[config.mk]
export PLATFORM = sky130hd
export DESIGN_NAME = pipe_stage_reg_flat
export DESIGN_NICKNAME = d
export VERILOG_FILES = /design/src/rtl/pipe_pkg.sv /design/src/rtl/pipe_stage_reg_if.sv /design/src/rtl/sat_counter.sv /design/src/rtl/pipe_stage_reg.sv /design/src/flat_wrapper.sv
export SDC_FILE = /design/constraint.sdc
export NUM_CORES = 1
export LEC_CHECK = 0
export BUFFER_PORTS_ARGS = -buffer_cell sky130_fd_sc_hd__buf_4
export CORE_MARGIN = 3
export CORE_UTILIZATION = 35
export DETAILED_ROUTE_END_ITERATION = 10
export PLACE_DENSITY = 0.54
export SYNTH_ARGS = -nofsm -noshare
export SYNTH_HDL_FRONTEND = slang
export SYNTH_SLANG_ARGS = --single-unit
[constraint.sdc]
create_clock -name clk -period 2 [get_ports clk]
set_clock_uncertainty 0.05 [all_clocks]
set_input_delay 0.1 -clock clk [delete_from_list [all_inputs] [get_ports clk]]
set_output_delay 0.1 -clock clk [all_outputs]
set_load 0.03 [all_outputs]
[src/rtl/pipe_pkg.sv]
// Shared types for the ID->EX->WB stage register: occupancy encoding and bubble control value.
package pipe_pkg;

    typedef enum logic [1:0] {
        OCC_EMPTY = 2'd0,
        OCC_ONE   = 2'd1,
        OCC_FULL  = 2'd2
    } occ_e;

    // Replicated to the control width; an all-zero control word carries no write enables.
    localparam logic CTRL_BUBBLE = 1'b0;

endpackage

[src/rtl/pipe_stage_reg_if.sv]
// Valid/ready beat channel carrying a data bundle and a control bundle.
// The master drives valid/data/ctrl and the slave returns ready.
interface pipe_stage_reg_if #(
    parameter int DATA_W = 96,
    parameter int CTRL_W = 16
);
    logic              valid;
    logic              ready;
    logic [DATA_W-1:0] data;
    logic [CTRL_W-1:0] ctrl;

    modport master (output valid, output data, output ctrl, input ready);
    modport slave  (input valid, input data, input ctrl, output ready);
endinterface

[src/rtl/sat_counter.sv]
// Saturating event counter: +1 per cycle with inc high, sticks at all-ones.
// Cleared only by rst_n.
module sat_counter #(
    parameter int CNT_W = 16
) (
    input  logic             clk,
    input  logic             rst_n,
    input  logic             inc,
    output logic [CNT_W-1:0] cnt
);

    always_ff @(posedge clk or negedge rst_n) begin
        if (!rst_n) begin
            cnt <= '0;
        end else if (inc && (cnt != {CNT_W{1'b1}})) begin
            cnt <= cnt + CNT_W'(1);
        end
    end

endmodule

[src/rtl/pipe_stage_reg.sv]
// Pipeline stage register with flush, bubble-zeroed control and stall counter; 1-cycle latency.
// SKID=1 adds a second entry so in_ready comes from a flop; SKID=0 passes out_ready through.
module pipe_stage_reg
    import pipe_pkg::*;
#(
    parameter int DATA_W = 96,
    parameter int CTRL_W = 16,
    parameter bit SKID   = 1'b1,
    parameter int CNT_W  = 16
) (
    input  logic              clk,
    input  logic              rst_n,
    input  logic              flush,
    pipe_stage_reg_if.slave   up,
    pipe_stage_reg_if.master  dn,
    output logic [1:0]        occ,
    output logic [CNT_W-1:0]  stall_cnt
);

    logic              out_vld;
    logic [DATA_W-1:0] head_dat;
    logic [CTRL_W-1:0] head_ctl;

    generate
        if (SKID) begin : g_skid
            occ_e              occ_q, occ_d;
            logic              in_rdy_q;
            logic [DATA_W-1:0] skid_dat;
            logic [CTRL_W-1:0] skid_ctl;
            logic              in_fire, out_fire;
            logic              ld_head_in, ld_skid_in, ld_head_skid;

            assign in_fire  = up.valid & in_rdy_q;
            assign out_fire = (occ_q != OCC_EMPTY) & dn.ready;

            always_comb begin
                occ_d        = occ_q;
                ld_head_in   = 1'b0;
                ld_skid_in   = 1'b0;
                ld_head_skid = 1'b0;
                case (occ_q)
                    OCC_EMPTY: begin
                        if (in_fire) begin
                            occ_d      = OCC_ONE;
                            ld_head_in = 1'b1;
                        end
                    end
                    OCC_ONE: begin
                        if (in_fire && !out_fire) begin
                            occ_d      = OCC_FULL;
                            ld_skid_in = 1'b1;
                        end else if (in_fire && out_fire) begin
                            ld_head_in = 1'b1;
                        end else if (out_fire) begin
                            occ_d = OCC_EMPTY;
                        end
                    end
                    OCC_FULL: begin
                        if (out_fire) begin
                            occ_d        = OCC_ONE;
                            ld_head_skid = 1'b1;
                        end
                    end
                    default: occ_d = OCC_EMPTY;
                endcase
                // A beat accepted in the flush cycle is dropped along with held ones.
                if (flush) begin
                    occ_d        = OCC_EMPTY;
                    ld_head_in   = 1'b0;
                    ld_skid_in   = 1'b0;
                    ld_head_skid = 1'b0;
                end
            end

            always_ff @(posedge clk or negedge rst_n) begin
                if (!rst_n) begin
                    occ_q    <= OCC_EMPTY;
                    in_rdy_q <= 1'b1;
                    head_dat <= '0;
                    head_ctl <= '0;
                    skid_dat <= '0;
                    skid_ctl <= '0;
                end else begin
                    occ_q    <= occ_d;
                    in_rdy_q <= (occ_d != OCC_FULL);
                    if (ld_head_in) begin
                        head_dat <= up.data;
                        head_ctl <= up.ctrl;
                    end else if (ld_head_skid) begin
                        head_dat <= skid_dat;
                        head_ctl <= skid_ctl;
                    end
                    if (ld_skid_in) begin
                        skid_dat <= up.data;
                        skid_ctl <= up.ctrl;
                    end
                end
            end

            assign up.ready = in_rdy_q;
            assign out_vld  = (occ_q != OCC_EMPTY);
            assign occ      = occ_q;
        end else begin : g_single
            logic vld_q;
            logic in_rdy, in_fire, out_fire;

            assign in_rdy   = ~vld_q | dn.ready;
            assign in_fire  = up.valid & in_rdy;
            assign out_fire = vld_q & dn.ready;

            always_ff @(posedge clk or negedge rst_n) begin
                if (!rst_n) begin
                    vld_q    <= 1'b0;
                    head_dat <= '0;
                    head_ctl <= '0;
                end else begin
                    if (flush) begin
                        vld_q <= 1'b0;
                    end else if (in_fire) begin
                        vld_q <= 1'b1;
                    end else if (out_fire) begin
                        vld_q <= 1'b0;
                    end
                    if (in_fire) begin
                        head_dat <= up.data;
                        head_ctl <= up.ctrl;
                    end
                end
            end

            assign up.ready = in_rdy;
            assign out_vld  = vld_q;
            assign occ      = {1'b0, vld_q};
        end
    endgenerate

    assign dn.valid = out_vld;
    assign dn.data  = head_dat;
    assign dn.ctrl  = out_vld ? head_ctl : {CTRL_W{CTRL_BUBBLE}};

    sat_counter #(.CNT_W(CNT_W)) u_stall_cnt (
        .clk   (clk),
        .rst_n (rst_n),
        .inc   (out_vld & ~dn.ready),
        .cnt   (stall_cnt)
    );

endmodule

[src/flat_wrapper.sv]
// flat-port wrapper written by rule: the top's interface ports become plain ports
module pipe_stage_reg_flat import pipe_pkg::*;
#(
    parameter int DATA_W = 96,
    parameter int CTRL_W = 16,
    parameter bit SKID   = 1'b1,
    parameter int CNT_W  = 16
)
  (clk, rst_n, flush, occ, stall_cnt, up_valid, up_data, up_ctrl, up_ready, dn_valid, dn_data, dn_ctrl, dn_ready);
  pipe_stage_reg_if #(.DATA_W(DATA_W), .CTRL_W(CTRL_W)) up_i ();
  pipe_stage_reg_if #(.DATA_W(DATA_W), .CTRL_W(CTRL_W)) dn_i ();
  input  logic clk;
  input  logic rst_n;
  input  logic flush;
  output logic [1:0] occ;
  output logic [CNT_W-1:0] stall_cnt;
  input wire logic [$bits(up_i.valid)-1:0] up_valid;
  input wire logic [$bits(up_i.data)-1:0] up_data;
  input wire logic [$bits(up_i.ctrl)-1:0] up_ctrl;
  output wire logic [$bits(up_i.ready)-1:0] up_ready;
  output wire logic [$bits(dn_i.valid)-1:0] dn_valid;
  output wire logic [$bits(dn_i.data)-1:0] dn_data;
  output wire logic [$bits(dn_i.ctrl)-1:0] dn_ctrl;
  input wire logic [$bits(dn_i.ready)-1:0] dn_ready;
  assign up_i.valid = up_valid;
  assign up_i.data = up_data;
  assign up_i.ctrl = up_ctrl;
  assign up_ready = up_i.ready;
  assign dn_valid = dn_i.valid;
  assign dn_data = dn_i.data;
  assign dn_ctrl = dn_i.ctrl;
  assign dn_i.ready = dn_ready;
  pipe_stage_reg #(.DATA_W(DATA_W), .CTRL_W(CTRL_W), .SKID(SKID), .CNT_W(CNT_W)) u_core (.clk(clk), .rst_n(rst_n), .flush(flush), .up(up_i), .dn(dn_i), .occ(occ), .stall_cnt(stall_cnt));
endmodule
== After elaboration in Yosys (flattened, before gate mapping) ==
Index checks and enable logic that the tools add are counted.

* Input bits: 117
* Word-level logic and storage cells: 46
* Register bits after elaboration: 243

* Mux-type cells: 23
* Equality and inequality tests: 4
* Bitwise logic cells: 4
* $add $sub $neg: 1
* Reduce and logical (&&, ||, !) cells: 7

{| class="wikitable"
|+ Operators with widths
! cell !! number
|-
| 96-bit 2-to-1 mux || 2
|-
| 16-bit 2-to-1 mux || 3
|-
| 16-bit by 1-bit adder with 16-bit output (second input constant) || 1
|-
| 16-bit inequality test (second input constant) || 1
|-
| 2-bit 2-to-1 mux || 6
|-
| 1-bit 2-to-1 mux || 10
|-
| 2-bit one-hot mux with 3 select lines || 1
|-
| 2-bit nonzero test || 2
|-
| 1-bit AND || 3
|-
| 1-bit logical AND || 3
|-
| 2-bit by 1-bit == test with 1-bit output (second input constant) || 1
|-
| 2-bit == test (second input constant) || 1
|-
| 2-bit zero test || 1
|-
| 2-bit inequality test (second input constant) || 1
|-
| 1-bit one-hot mux with 2 select lines || 1
|-
| 1-bit zero test || 1
|-
| 1-bit inverter || 1
|}

== Depth between registers and ports, before layout ==
* Depth after elaboration: 8
* Depth in mapped cells: 7

== Cells and area by module ==
Synthesis repeated with hierarchy kept, for this count alone.

* Cells, all modules: 840
* Area total of the unflattened synthesis: 10420.0 um2

{| class="wikitable"
|+ Modules (own cells, without submodules)
! module !! times used !! cells each !! area an instance (um2) !! sequential area each (um2)
|-
| pipe_stage_reg || 1 || 763 || 9535.4 || 5681.7
|-
| sat_counter || 1 || 77 || 884.6 || 400.4
|}

== Worst setup path after synthesis ==
OpenSTA, ideal clock, no wires.

* Kind: flip-flop to flip-flop
* From: reg u_core.u_stall_cnt.cnt[0]
* To: reg u_core.u_stall_cnt.cnt[1]
* Data required time: 1.825 ns
* Stages on the path, launching flop included: 6
* Setup slack: 0.039 ns
* Arrival: 1.786 ns
* Cells stage by stage: dfrtp_1 ha_1 nand4_2 nor4_4 nor2_1 mux2_2

* Cells in the longest elaborated chain, start to end: 2

{| class="wikitable"
|+ RTL lines
! what !! line !! source
|-
| start: declaration || sat_counter.sv:9 || <nowiki>output logic [CNT_W-1:0] cnt</nowiki>
|-
| start signal: assignment || sat_counter.sv:16 || <nowiki>cnt <= cnt + CNT_W'(1);</nowiki>
|-
| branches (longest 2 deep; another with 16-bit by 1-bit adder with 16-bit output) || n/a ||
|}

Parallel ways; which one is timed is not known.
A chain may end at the register's enable or synchronous reset.

== Worst setup path in the final report ==
* From: reg u_core.g_skid.occ_q[0], in the netlist u_core.occ[0]
* To: reg u_core.head_dat[22], in the netlist u_core.dn.data[22]

* Cells in the longest elaborated chain, start to end: 8

{| class="wikitable"
|+ RTL lines
! what !! line !! source
|-
| start: declaration || pipe_stage_reg.sv:26 || <nowiki>occ_e occ_q, occ_d;</nowiki>
|-
| start signal: assignment || pipe_stage_reg.sv:77 || <nowiki>occ_q <= OCC_EMPTY;</nowiki>
|-
| start signal: assignment || pipe_stage_reg.sv:84 || <nowiki>occ_q <= occ_d;</nowiki>
|-
| 2-bit nonzero test || pipe_stage_reg.sv:34 || <nowiki>assign out_fire = (occ_q != OCC_EMPTY) & dn.ready;</nowiki>
|-
| 1-bit AND || pipe_stage_reg.sv:34 ||
|-
| 1-bit logical AND or 1-bit zero test (tied branches) || pipe_stage_reg.sv:52, pipe_stage_reg.sv:49 ||
|-
| 1-bit 2-to-1 mux or 1-bit logical AND (tied branches) || pipe_stage_reg.sv:52, pipe_stage_reg.sv:49 ||
|-
| 1-bit 2-to-1 mux || pipe_stage_reg.sv:49 || <nowiki>if (in_fire && !out_fire) begin</nowiki>
|-
| 1-bit one-hot mux with 2 select lines || pipe_stage_reg.sv:41 || <nowiki>case (occ_q)</nowiki>
|-
| 1-bit 2-to-1 mux || pipe_stage_reg.sv:67 || <nowiki>if (flush) begin</nowiki>
|-
| 96-bit 2-to-1 mux or 2-bit nonzero test (tied branches) || n/a ||
|-
| end signal: assignment || pipe_stage_reg.sv:87 || <nowiki>head_dat <= up.data;</nowiki>
|-
| end signal: assignment || pipe_stage_reg.sv:90 || <nowiki>head_dat <= skid_dat;</nowiki>
|-
| end: declaration || pipe_stage_reg.sv:21 || <nowiki>logic [DATA_W-1:0] head_dat;</nowiki>
|}

Several ways; a longest one is shown, not always the timed one.

==> impl_results.md <==
- Cell taking the most area after synthesis: dfrtp_1
- Power after layout: 15.7 mW
- CTS tree: yes
- Setup WS post-layout: 0.0383 ns
- CTS buffer count: 28
- Synth unique cells: 37
- Synth top area share: between 50% and 60%
- Worst-path fanout max: 94
- Die width: approximately 180 um
- H-tree Lvls: 1
- Io pins: approximately 250
- Cell Pwr Density: ~1100 nW/um^2
- CP endpoint kind: flip-flop
- Net count, final: approximately 1300
- Sinks on Clock Net: 243
- Place WS: 0.113 ns
- Hold Crit Class: in -> reg
- GPL Wtd Cong: 0.767
- Minimum clock period: 1.96 ns
- DRC violations left: 0
- Vias in the first global route: 7765
- Worst Max-Slew Pin Slew: 0.456 ns
- Total setup buffers inserted after CTS: 0
- Worst Path Arrival: 2.30 ns
- Initial DRT Pass Iterations: 4
- Share of layout cells above drive strength 1: a little over a third
- FP Rows: 62
- LEAKAGE: between 6 and 7 nW
- Most frequent cells in the layout: buf_4, dfrtp_1, nor2_1
- Placed cells: 1437
- Syn avg cell area: between 10 and 15 sq um
- Later-pin clock latency in the skew report: 0.53 ns
- Core box area: approximately 29000 sq um
- Vias: 7549
- Post-Syn Instances: 835
- Slew HR: between 60 and 70%
- First-pass GRT wire length: 40900 um
- Sequential area share after synthesis: 58.4%
- Final HPWL DP: 16800 um
- Final std cells w/o fill: around 1600
- Hold_sp: up_valid
- Final wirelength: 26500 um
- Ant diodes: 0
- Startpoint types: flip-flop
- Routed Antenna Nets: 0
- Die height: 179 um
- Final setup TNS: 0 ns
- PortBufs: between 200 and 250
- VDD IR-drop max: roughly 0.7 mV
- Endpoints failing setup: 0
- Setup CP Type: reg -> reg
- Clock Tree Root: clkbuf_16
- RSZ-0062 raised after global routing: yes
- Syn. warnings: 0
- Max_cap viols: 0
- Initial DRC Count: 365
- Initial Util: around 36%
- Max-slew violation count: 0
- Commonest non-fill, non-tap cell in the layout: buf_4
- Largest net degree at the start of global routing: 131
- Syn Nets: roughly 950
- Worst Path Required: 2.34 ns
- Full die area: between 30000 and 40000 sq um
- Antenna violations before repair: 0
- Final hold slack: 0.118 ns
- Area grow syn2layout: 42.6%
- Status: finished clean
- Clk pin slew, worst setup/hold paths: 0.06 ns
- Via-per-instance ratio: 4.70
- Gr ovfl total: 0
- Maximum clock path buffer count: 3
- Final Cycle Share: 98.1%
- Largest cells by area after synthesis: dfrtp_1, mux2_2, mux2i_1, a21oi_1, nor2_1
- Max Fclk: 0.510 GHz
- Syn Std Cell Area: 10400 sq um
- Critical path startpoint: u_core.occ[0]$_DFF_PN0_
- Routed length per instance: 16.5 um
- Final Hold Viols: 0
- FF-to-FF Start: u_core.occ[0]$_DFF_PN0_
- Gr usage total: 15.7%
- #FFs+latches synth: 243
==> timing repair <==
item,in CTS,in global routing
hold buffers,117,0
resized for setup,0,2
hold endpoints to repair,469,0
setup endpoints to repair,0,20
==> cells in the mapped netlist <==
master    count
a31oi_1       2
nor4b_1       1
nor3b_1       1
nand4_1       4
nor4_2        2
or4_1         3
nor2b_1      17
nor2_1      119
xor2_1        6
o22a_1        1
nor3_1        3
or4b_1        1
nand2_1       8
mux2_2      113
dfstp_2       1
nor4_4        1
nor4_1        2
xnor2_1       7
nand3_1       7
buf_4         1
clkbuf_1     10
o21a_1        2
buf_1         5
nand4_2       1
and3_1        2
mux2i_1     113
dfrtp_1     242
inv_1         2
nand4b_1      1
ha_1          1
o21ai_0       2
and4_1        1
buf_2        20
and2_1        1
a21oi_1     113
buf_6        18
o21bai_1      1
==> worst paths after layout <==
check | end | slack [ns] | cells after the start
max | u_core.dn.data[22]$_DFFE_PN0P_ | 0.04 | 5
min | u_core.occ[1]$_DFF_PN0_ | 0.12 | 5
max reg2reg | u_core.dn.data[22]$_DFFE_PN0P_ | 0.04 | 5
min reg2reg | u_core.g_skid.skid_dat[75]$_DFFE_PN0P_ | 0.45 | 1
max in group asynchronous | u_core.up.ready$_DFF_PN1_ | 1.38 | 3
min in group asynchronous | u_core.dn.data[53]$_DFFE_PN0P_ | 0.15 | 3
==> per-stage QoR <==
stage | instance area (sq um) | util, %
CTS | 14800 | 51.1
detailed placement | 12700 | 43.9
global route | 14900 | 51.2
finish | 14900 | 51.2
floorplan | 10400 | -
global placement | 12700 | 43.9
==> power by group <==
group / internal [mW] / switching, mW
registers: 6.11 / 0.647
logic: 1.88 / 2.04
clock network: 2.99 / 2.01
==> final cells by class <==
cell class,count,area (sq um)
clock buffer,43,838
clock inverter,7,62.6
fill,2628,14200
inverter,2,7.51
multi-input combinational,536,3980
sequential,243,6080
tap,384,480
timing repair buffer,390,3400
==> sequential cells by signal, indices dropped and copies added (netlist names) <==
| name | cells |
|---|---|
| u_core.g_skid.skid_dat | 96 |
| u_core.dn.data | 96 |
| u_core.g_skid.skid_ctl | 16 |
| u_core.occ | 2 |
| u_core.head_ctl | 16 |
| u_core.u_stall_cnt.cnt | 16 |
| u_core.up.ready | 1 |
==> layer usage <==
metal  up-vias  wire (um)  global-route usage (%)
met3        36       1530                    3.85
li1       3666          -                       -
met4         0        690                    4.12
met5         -          0                       0
met2       169      12600                    26.3
met1      3678      11700                    20.5
==> kinds of logic after synthesis <==
group | after synthesis | synth area share (%)
fa+ha+maj | 1 | 0.120
mux | 226 | 23.1
simple gates | 175 | 7.82
compound gates | 121 | 5.94
buf+inv | 56 | 3.59
flops | 243 | 58.4
xor+xnor | 13 | 1.09
==> critical path, cell delays in order (launching register included) <==
cell and delay (ns):
dfrtp_1 0.43, nor2b_1 0.20, or4_4 0.58, buf_12 0.23
nor2_1 0.16, a21oi_1 0.06
Note: power is estimated with default switching activity, not from simulation.
